File: config.mk
export PLATFORM = sky130hd
export DESIGN_NAME = mem_access_stage
export DESIGN_NICKNAME = d
export VERILOG_FILES = /design/src/rtl/mem_access_stage.sv
export SDC_FILE = /design/constraint.sdc
export NUM_CORES = 1
export LEC_CHECK = 0
export ABC_AREA = 1
export CORE_ASPECT_RATIO = 0.6
export CORE_MARGIN = 2
export CORE_UTILIZATION = 37
export CTS_BUF_LIST = sky130_fd_sc_hd__clkbuf_16
export CTS_CLUSTER_SIZE = 30
export DETAILED_ROUTE_END_ITERATION = 10
export PLACE_DENSITY = 0.78
export SYNTH_ARGS = -nofsm -noshare
export SYNTH_HDL_FRONTEND = slang
export SYNTH_SLANG_ARGS = --single-unit
export TNS_END_PERCENT = 20
File: constraint.sdc
create_clock -name clk_in -period 1.33 [get_ports clk_in]
set_input_delay 0.266 -clock clk_in [delete_from_list [all_inputs] [get_ports clk_in]]
set_output_delay 0.266 -clock clk_in [all_outputs]
set_load 0.03 [all_outputs]
File: src/rtl/mem_access_stage.sv
// Registered memory-access stage between EX and WB: drives the memory controller
// with a held request/fin handshake, extends sub-word loads and flags exceptions.
module mem_access_stage #(
  parameter int XLEN    = 32,
  parameter int RA_W    = 5,
  parameter int TIMEOUT = 255
) (
  input  logic            clk_in,
  input  logic            rst_n_in,
  input  logic            in_valid,
  output logic            in_ready,
  input  logic [6:0]      ins_type,
  input  logic [2:0]      ins_details,
  input  logic [RA_W-1:0] rd_addr,
  input  logic [XLEN-1:0] rd_val,
  input  logic            wb_en,
  input  logic [XLEN-1:0] mem_addr,
  input  logic [XLEN-1:0] mem_val,
  output logic [1:0]      memctl_op,
  output logic [1:0]      memctl_len,
  output logic [XLEN-1:0] memctl_addr,
  output logic [XLEN-1:0] memctl_data,
  input  logic            memctl_fin,
  input  logic [XLEN-1:0] memctl_out,
  output logic            out_valid,
  input  logic            out_ready,
  output logic [RA_W-1:0] out_rd_addr,
  output logic [XLEN-1:0] out_rd_val,
  output logic            out_wb_en,
  output logic [6:0]      out_ins_type,
  output logic [1:0]      out_exc,
  output logic            fwd_valid,
  output logic [RA_W-1:0] fwd_rd_addr,
  output logic [XLEN-1:0] fwd_rd_val,
  output logic            load_pending,
  output logic [RA_W-1:0] load_pending_rd
);

  localparam logic [6:0] OP_LOAD = 7'b0000011;
  localparam logic [6:0] OP_SAVE = 7'b0100011;
  localparam logic [1:0] MC_NOP  = 2'b00;
  localparam logic [1:0] MC_LOAD = 2'b01;
  localparam logic [1:0] MC_SAVE = 2'b10;
  localparam logic [1:0] EXC_NONE = 2'b00;
  localparam logic [1:0] EXC_MISA = 2'b01;
  localparam logic [1:0] EXC_TOUT = 2'b10;

  // Counter holds the number of fin-less ACCESS cycles already spent, so the
  // abort fires on the TIMEOUT-th cycle itself.
  localparam int CNT_W = (TIMEOUT < 2) ? 1 : $clog2(TIMEOUT);
  localparam logic [CNT_W-1:0] CNT_LAST = CNT_W'(TIMEOUT - 1);

  typedef enum logic [1:0] {IDLE, ACCESS, HOLD} state_t;

  state_t            state;
  logic [CNT_W-1:0]  wait_cnt;
  logic              acc_is_load;
  logic [2:0]        acc_f3;
  logic              acc_wb_en;

  logic              is_load;
  logic              is_save;
  logic              f3_ok;
  logic              is_mem;
  logic              misaligned;
  logic              accept;
  logic [XLEN-1:0]   load_ext;

  assign in_ready  = (state == IDLE) || ((state == HOLD) && out_ready);
  assign out_valid = (state == HOLD);
  assign accept    = in_valid && in_ready;

  always_comb begin
    is_load    = (ins_type == OP_LOAD);
    is_save    = (ins_type == OP_SAVE);
    f3_ok      = 1'b0;
    if (is_load) begin
      case (ins_details)
        3'b000, 3'b001, 3'b010, 3'b100, 3'b101: f3_ok = 1'b1;
        default:                                 f3_ok = 1'b0;
      endcase
    end else if (is_save) begin
      case (ins_details)
        3'b000, 3'b001, 3'b010: f3_ok = 1'b1;
        default:                f3_ok = 1'b0;
      endcase
    end
    is_mem     = (is_load || is_save) && f3_ok;
    misaligned = is_mem &&
                 (((ins_details[1:0] == 2'b01) && mem_addr[0]) ||
                  ((ins_details[1:0] == 2'b10) && (mem_addr[1:0] != 2'b00)));
  end

  always_comb begin
    load_ext = memctl_out;
    case (acc_f3)
      3'b000:  load_ext = {{(XLEN-8){memctl_out[7]}},   memctl_out[7:0]};
      3'b001:  load_ext = {{(XLEN-16){memctl_out[15]}}, memctl_out[15:0]};
      3'b100:  load_ext = {{(XLEN-8){1'b0}},            memctl_out[7:0]};
      3'b101:  load_ext = {{(XLEN-16){1'b0}},           memctl_out[15:0]};
      default: load_ext = memctl_out;
    endcase
  end

  // Accepting a new instruction wins over everything, which gives the
  // back-to-back HOLD -> next-instruction path without a bubble.
  always_ff @(posedge clk_in or negedge rst_n_in) begin
    if (!rst_n_in) begin
      state        <= IDLE;
      wait_cnt     <= '0;
      acc_is_load  <= 1'b0;
      acc_f3       <= 3'b000;
      acc_wb_en    <= 1'b0;
      memctl_op    <= MC_NOP;
      memctl_len   <= 2'b00;
      memctl_addr  <= '0;
      memctl_data  <= '0;
      out_rd_addr  <= '0;
      out_rd_val   <= '0;
      out_wb_en    <= 1'b0;
      out_ins_type <= 7'b0;
      out_exc      <= EXC_NONE;
    end else if (accept) begin
      out_rd_addr  <= rd_addr;
      out_ins_type <= ins_type;
      wait_cnt     <= '0;
      if (is_mem && !misaligned) begin
        state       <= ACCESS;
        memctl_op   <= is_load ? MC_LOAD : MC_SAVE;
        memctl_len  <= ins_details[1:0];
        memctl_addr <= mem_addr;
        memctl_data <= is_load ? '0 : mem_val;
        acc_is_load <= is_load;
        acc_f3      <= ins_details;
        acc_wb_en   <= wb_en;
        out_rd_val  <= '0;
        out_wb_en   <= 1'b0;
        out_exc     <= EXC_NONE;
      end else if (misaligned) begin
        state       <= HOLD;
        out_rd_val  <= '0;
        out_wb_en   <= 1'b0;
        out_exc     <= EXC_MISA;
      end else begin
        state       <= HOLD;
        out_rd_val  <= rd_val;
        out_wb_en   <= wb_en && !(is_load || is_save);
        out_exc     <= EXC_NONE;
      end
    end else begin
      case (state)
        ACCESS: begin
          if (memctl_fin) begin
            state      <= HOLD;
            memctl_op  <= MC_NOP;
            wait_cnt   <= '0;
            out_exc    <= EXC_NONE;
            out_rd_val <= acc_is_load ? load_ext : '0;
            out_wb_en  <= acc_is_load && acc_wb_en;
          end else if (wait_cnt == CNT_LAST) begin
            state      <= HOLD;
            memctl_op  <= MC_NOP;
            wait_cnt   <= '0;
            out_exc    <= EXC_TOUT;
            out_rd_val <= '0;
            out_wb_en  <= 1'b0;
          end else begin
            wait_cnt   <= wait_cnt + 1'b1;
          end
        end
        HOLD: begin
          if (out_ready) state <= IDLE;
        end
        default: state <= IDLE;
      endcase
    end
  end

  always_comb begin
    fwd_valid       = out_valid && out_wb_en && (out_rd_addr != '0);
    fwd_rd_addr     = fwd_valid ? out_rd_addr : '0;
    fwd_rd_val      = fwd_valid ? out_rd_val  : '0;
    load_pending    = (state == ACCESS) && acc_is_load;
    load_pending_rd = load_pending ? out_rd_addr : '0;
  end

endmodule

==> impl_metrics.json, run 1 <==
{
  "crit_family": "buffers and inverters",
  "critPathSlowestCell": "dfrtp_1",
  "dp_cells": 1428,
  "clock_skew_ns": 0.0144,
  "overflow": 0,
  "hp-class": "input pin to asynchronous set/reset pin",
  "clockBufferDepth": 2,
  "yosysWarningCount": 0,
  "cts_tree": "yes",
  "rsz0062_at_grt": "yes",
  "syn_area_mm2": 0.00620,
  "yosysSeqAreaShare_pct": 51.7,
  "ys_seq_elements": 128,
  "setup_violations": 201,
  "io_buffers": 309,
  "power_mw": 15.3,
  "drt_pass1_iterations": 5,
  "fin_nets": 1389,
  "crit_arrival_ns": 1.77,
  "finalCritPeriodShare_pct": 153,
  "cts_root_buffer": "clkbuf_16",
  "dieArea_mm2": 0.0178,
  "grt_pass1_vias": 7117,
  "relSlewSlack_pct": 77.2,
  "slew_viol_final": 0,
  "clkPwrFrac_pct": 32.4,
  "post_drt_wl_per_cell_um": 16.5,
  "syn_inst": 818,
  "postRouteWirelength_um": 24300,
  "cpPeakStageDelay_ns": 0.39,
  "switching_power_mw": 5.12,
  "sequentialPowerShare_pct": 30.4,
  "grt_pass1_wl_um": 36200,
  "drive_above_1_share_pct": 36.9,
  "power_density_mw_per_mm2": 1240,
  "setup.worst_path.class": "flip-flop to output pin",
  "nFillCells": 1092,
  "crit_fanout": 8,
  "p_int_mw": 10.2,
  "ant_nets": 0,
  "dieWidth_um": 171,
  "coreArea_mm2": 0.0163,
  "cp.buffers_inverters": 5,
  "area_growth_pct": 98.9,
  "ios": 310,
  "place_congestion": 0.871,
  "synthDominantCellAreaShare_pct": 51.7,
  "fin_setup_tns_ns": -63.16,
  "tightest_slew_ns": 0.342,
  "path_clk_slew_ns": 0.07,
  "cp-end-kind": "output pin",
  "leakage_nw": 5.98,
  "post-dp-hpwl_um": 16300,
  "vias_per_cell": 4.82,
  "routed-via-count": 7127,
  "fin_cells": 1479,
  "combinationalPowerShare_pct": 37.2,
  "clock_sinks": 128,
  "clk_latency_ns": 0.41,
  "hold_viol_final": 0,
  "drtIter0Drc": 579,
  "syn-num-nets": 969,
  "drc": 0,
  "rows": 36,
  "cts_made_buffers": 17,
  "synth_area_per_cell_um2": 7.58,
  "yosysTopAreaCell": "dfrtp_1",
  "antenna_cells": 0,
  "cp-start-kind": "flip-flop",
  "yosysUniqueCellTypes": 26,
  "layout_min_cycle_time_ns": 2.03,
  "dieHeight_um": 104,
  "grtUsageTotal_pct": 25.7,
  "timing.fmax_ghz": 0.492,
  "grt_max_degree": 67,
  "whs_ns": 0.223,
  "netlist_top_cells_area": "dfrtp_1 52%, nand2_1 17%, nor2_1 8.7%",
  "cts_htree_levels": 4,
  "antenna_found_initial": 0,
  "start_util_pct": 38.0,
  "fin_ws_ns": -0.702,
  "swShare_pct": 33.5,
  "maxCapViolations": 0,
  "required_ns": 1.06,
  "status": "complete, but fails checks",
  "ir_worst_vdd_mv": 0.809,
  "violations": "negative setup slack",
  "crit_chain": "inv_2 > nor2_4 > nand2_2 > inv_2 > nand2_8 > buf_4 > buf_6 > nor2_4 > buf_6"
}
[sequential cells by signal (all words and copies together), names as in the netlist, 2 cells and up]
signal	cells
memctl_op	2
out_rd_val	32
out_rd_addr	5
memctl_addr	32
acc_f3	2
state	2
wait_cnt	8
out_ins_type	7
memctl_data	32
out_exc	2
[layout by cell type (no fill, tap or decap), types with 4 or more instances in the layout]
master and count:
nand2_1 266, clkdlybuf4s50_1 147, buf_6 141, dfrtp_1 124, nor2_1 82, buf_4 63
inv_1 58, nor2_4 55, clkdlybuf4s15_2 47, nand3_1 40, a21oi_1 37, buf_12 27
clkbuf_16 23, o21ai_1 16, or2_2 16, nand2_2 12, nor2_2 12, o21ai_0 10
nand2_4 9, inv_2 8, nand3_2 7, bufinv_16 4, dfrtp_2 4
[power by group through the flow]
stage	clock [mW]	combinational, mW	sequential (mW)
after floorplan	0	1.53	5.46
after global placement	0	4.80	4.64
after detailed placement	0	4.87	4.65
after CTS	5.00	5.28	4.62
after global routing	5.22	5.98	4.70
final	4.94	5.69	4.65
[per-stage QoR]
stage,utilization (%),setup WS (ns),instance area (um2)
finish,75.6,-0.702,12300
global route,75.6,-0.786,12300
CTS,72.7,-0.822,11900
detailed placement,65.5,-0.730,10700
global placement,65.5,-0.722,10700
floorplan,-,-0.272,6570
[timing repair]
item                                    4_1_cts  5_1_grt
gates cloned                                  0        7
endpoints found under the hold margin       128        0
endpoints found under the setup margin      253      255
resized for setup                           495      148
buffers inserted                              9        7
pin swaps                                    19       32
hold buffers                                  1        0
[cell usage after synthesis, drive strengths merged]
| cell type | number |
|---|---|
| clkbuf | 8 |
| o211ai | 1 |
| inv | 71 |
| nor2 | 149 |
| dfrtp | 128 |
| nand3 | 49 |
| nand2 | 288 |
| o21a | 1 |
| nor3 | 4 |
| nand4 | 2 |
| or2 | 16 |
| o21ai | 29 |
| a21oi | 37 |
| ha | 2 |
| o31ai | 1 |
| buf | 32 |
[cell type report]
| class | count | area [um2] | share of cell area [%] |
|---|---|---|---|
| Tap cell | 228 | 285 | 2.31 |
| Multi-Input combinational cell | 579 | 3040 | 24.6 |
| Clock buffer | 17 | 425 | 3.45 |
| Timing Repair Buffer | 440 | 4860 | 39.4 |
| Inverter | 71 | 312 | 2.53 |
| Sequential cell | 128 | 3210 | 26.0 |
| Clock inverter | 15 | 195 | 1.58 |
| Timing Repair inverter | 1 | 8.76 | 0.0710 |
[kinds of logic (layout without fill, tap and decap cells)]
family / after synthesis / in the layout / share of synthesized area, %
compound gates: 69 / 69 / 5.69
fa+ha+maj: 2 / 2 / 0.404
buf+inv: 111 / 544 / 8.42
flops: 128 / 128 / 51.7
simple gates: 508 / 508 / 33.8
[path summary, 6_finish.rpt]
| path | start | to | slack [ns] | cells after the start |
|---|---|---|---|---|
| worst min-delay path | rst_n_in | out_rd_addr[1] | 0.22 | 2 |
| worst min register to register | memctl_addr[27] | memctl_addr[27] | 0.47 | 2 |
| worst max register to register | state[1] | out_rd_val[20] | -0.38 | 12 |
| min in group clk_in | mem_addr[27] | memctl_addr[27] | 0.40 | 3 |
| max in group asynchronous | rst_n_in | memctl_data[27] | 0.61 | 3 |
| worst max-delay path | state[1] | fwd_rd_val[5] | -0.70 | 9 |
[routing by layer]
| metal | GRT usage, % | part of all wire, % | routed length, um |
|---|---|---|---|
| met3 | 8.11 | 8.3 | 2020 |
| met5 | 0 | 0 | 0 |
| met1 | 32.2 | 41 | 9950 |
| met4 | 6.84 | 2.1 | 510 |
| met2 | 42.9 | 49 | 11900 |
(Power assumes the default switching activity.)
==> inputs of run 2 (changes only) <==
--- a/config.mk
+++ b/config.mk
@@ -13,6 +13,7 @@
 export CTS_CLUSTER_SIZE = 30
 export DETAILED_ROUTE_END_ITERATION = 10
 export PLACE_DENSITY = 0.78
+export REMOVE_ABC_BUFFERS = 1
 export SYNTH_ARGS = -nofsm -noshare
 export SYNTH_HDL_FRONTEND = slang
 export SYNTH_SLANG_ARGS = --single-unit
==> run 2 against run 1 <==
The run still ends with negative setup slack left. Critical path type unchanged. Via count decreased by 2.3%. Worst setup slack improved by 0.0080 ns. First-iteration DRC count is 12% lower. Largest power group unchanged. Critical endpoint is now fwd_rd_addr[2]. Count of clock-buffer cells in the layout unchanged.
==> impl_metrics.json, run 2 (synthesized netlist as in run 1, its figures left out) <==
{
  "hold_viol_final": 0,
  "reg_top3": "memctl_addr: 32 flops, memctl_data: 32 flops, out_rd_val: 32 flops",
  "io_buffers": 309,
  "whs_ns": 0.193,
  "ant_nets": 0,
  "layout_min_cycle_time_ns": 2.02,
  "start_util_pct": 38.0,
  "overflow": 0,
  "final_common_cell": "nand2_1",
  "layout_common_cells": "263 x nand2_1, 146 x clkdlybuf4s50_1, 126 x dfrtp_1",
  "tightest_slew_ns": 0.514,
  "power_density_mw_per_mm2": 1210,
  "dieWidth_um": 171,
  "antenna_cells": 0,
  "cts_root_buffer": "clkbuf_16",
  "post-dp-hpwl_um": 16200,
  "cts_htree_levels": 4,
  "fin_cells": 1450,
  "crit_path_start": "out_rd_addr[1]",
  "grtUsageTotal_pct": 24.9,
  "clk_latency_ns": 0.40,
  "setup.worst_path.class": "flip-flop to output pin",
  "clockBufferDepth": 2,
  "r2r_end": "out_rd_val[6]",
  "grt_max_degree": 63,
  "violations": "negative setup slack",
  "rsz0062_at_grt": "yes",
  "drive_above_1_share_pct": 34.5,
  "post_drt_wl_per_cell_um": 16.7,
  "ir_worst_vdd_mv": 0.640,
  "vias_per_cell": 4.80,
  "grt_pass1_vias": 6698,
  "drt_pass1_iterations": 5,
  "timing.fmax_ghz": 0.494,
  "dieArea_mm2": 0.0178,
  "clock_sinks": 128,
  "antenna_found_initial": 0,
  "reg2regPathDepth": 12,
  "hp-class": "input pin to flip-flop",
  "crit_fanout": 6,
  "dp_cells": 1398,
  "crit_arrival_ns": 1.76,
  "drtIter0Drc": 509,
  "clock_skew_ns": 0.0141,
  "relSlewSlack_pct": 65.5,
  "area_growth_pct": 88.5,
  "postRouteWirelength_um": 24300,
  "dieHeight_um": 104,
  "leakage_nw": 5.74,
  "critPathCapture": "fwd_rd_addr[2]",
  "finalCritPeriodShare_pct": 152,
  "maxCapViolations": 0,
  "cts_made_buffers": 17,
  "place_congestion": 0.841,
  "fin_nets": 1360,
  "routed-via-count": 6964,
  "fin_ws_ns": -0.694,
  "cp-end-kind": "output pin",
  "coreArea_mm2": 0.0163,
  "required_ns": 1.06,
  "reg2reg_from": "state[0]",
  "cts_tree": "yes",
  "rows": 36,
  "dp_slack_ns": -0.687,
  "path_clk_slew_ns": 0.07,
  "cp-start-kind": "flip-flop",
  "setup_violations": 212,
  "ios": 310,
  "status": "complete, but fails checks",
  "rrSetupSlack_ns": -0.32,
  "fin_util_pct": 71.7,
  "drc": 0,
  "grt_pass1_wl_um": 34800,
  "slew_viol_final": 0
}
[run 2: cell types whose count changed in the layout (fill, tap and decap cells not counted), moves of 14 or more]
cell | previous run | this run
buf_4 | 63 | 106
buf_6 | 141 | 42
clkdlybuf4s15_2 | 47 | 64
nor2_1 | 82 | 101
nor2_2 | 12 | 26
nor2_4 | 55 | 22
[run 2: metrics by stage]
| stage | power (mW) | cell area, um2 | setup TNS, ns |
|---|---|---|---|
| 6_report | 14.2 | 11700 | -54.63 |
| 5_1_grt | 14.7 | 11700 | -70.49 |
| 4_1_cts | 13.7 | 11100 | -51.03 |
| 3_5_place_dp | 9.11 | 10200 | -85.11 |
| 3_3_place_gp | 9.05 | 10200 | -75.59 |
| 2_1_floorplan | 6.59 | 5950 | -121.35 |
[run 2: metal layers]
metal	wire (um)	vias to the layer above	share of wire, %	global-route usage [%]
met5	0	-	0	0
met4	463	0	1.9	6.48
met3	2350	34	9.7	7.31
met2	11500	358	47	41.6
met1	9920	3269	41	31.5
li1	-	3303	-	-
[run 2: how the worst min path moves through the flow]
stage               cells past startpoint         endpoint         from
floorplan                               0        acc_f3[1]     rst_n_in
global placement                        1   memctl_addr[3]     rst_n_in
detailed placement                      1   memctl_addr[3]     rst_n_in
CTS                                     2   memctl_addr[3]     rst_n_in
global route                            3  out_ins_type[1]  ins_type[1]
finish                                  3  out_ins_type[1]  ins_type[1]
[run 2: final cells by class]
class                           count  area (um2)
Tap cell                          228         285
Clock buffer                       17         425
Fill cell                        1240        4620
Clock inverter                     15         135
Inverter                           71         307
Sequential cell                   128        3210
Multi-Input combinational cell    579        2850
Timing Repair Buffer              412        4470
[run 2: repair_timing]
action,CTS,global route
cloned,1,8
hold buffers,1,0
endpoints found under the setup margin,242,241
hold endpoints to repair,27,0
resized for setup,278,116
pin swaps,22,22
setup buffers,5,5
[run 2: critical path: stages, from the launching register on]
cell,delay [ns]
dfrtp_1,0.39
nor3_2,0.20
nand3_2,0.16
nand2_8,0.18
clkbuf_16,0.19
nor2_1,0.05
buf_4,0.16
[run 2: where the power goes]
group / leakage, nW / switching (mW) / internal (mW)
clock network: 0.264 / 1.92 / 2.59
registers: 1.64 / 0.356 / 4.32
logic: 3.83 / 2.67 / 2.29
total: 5.74 / 4.95 / 9.20
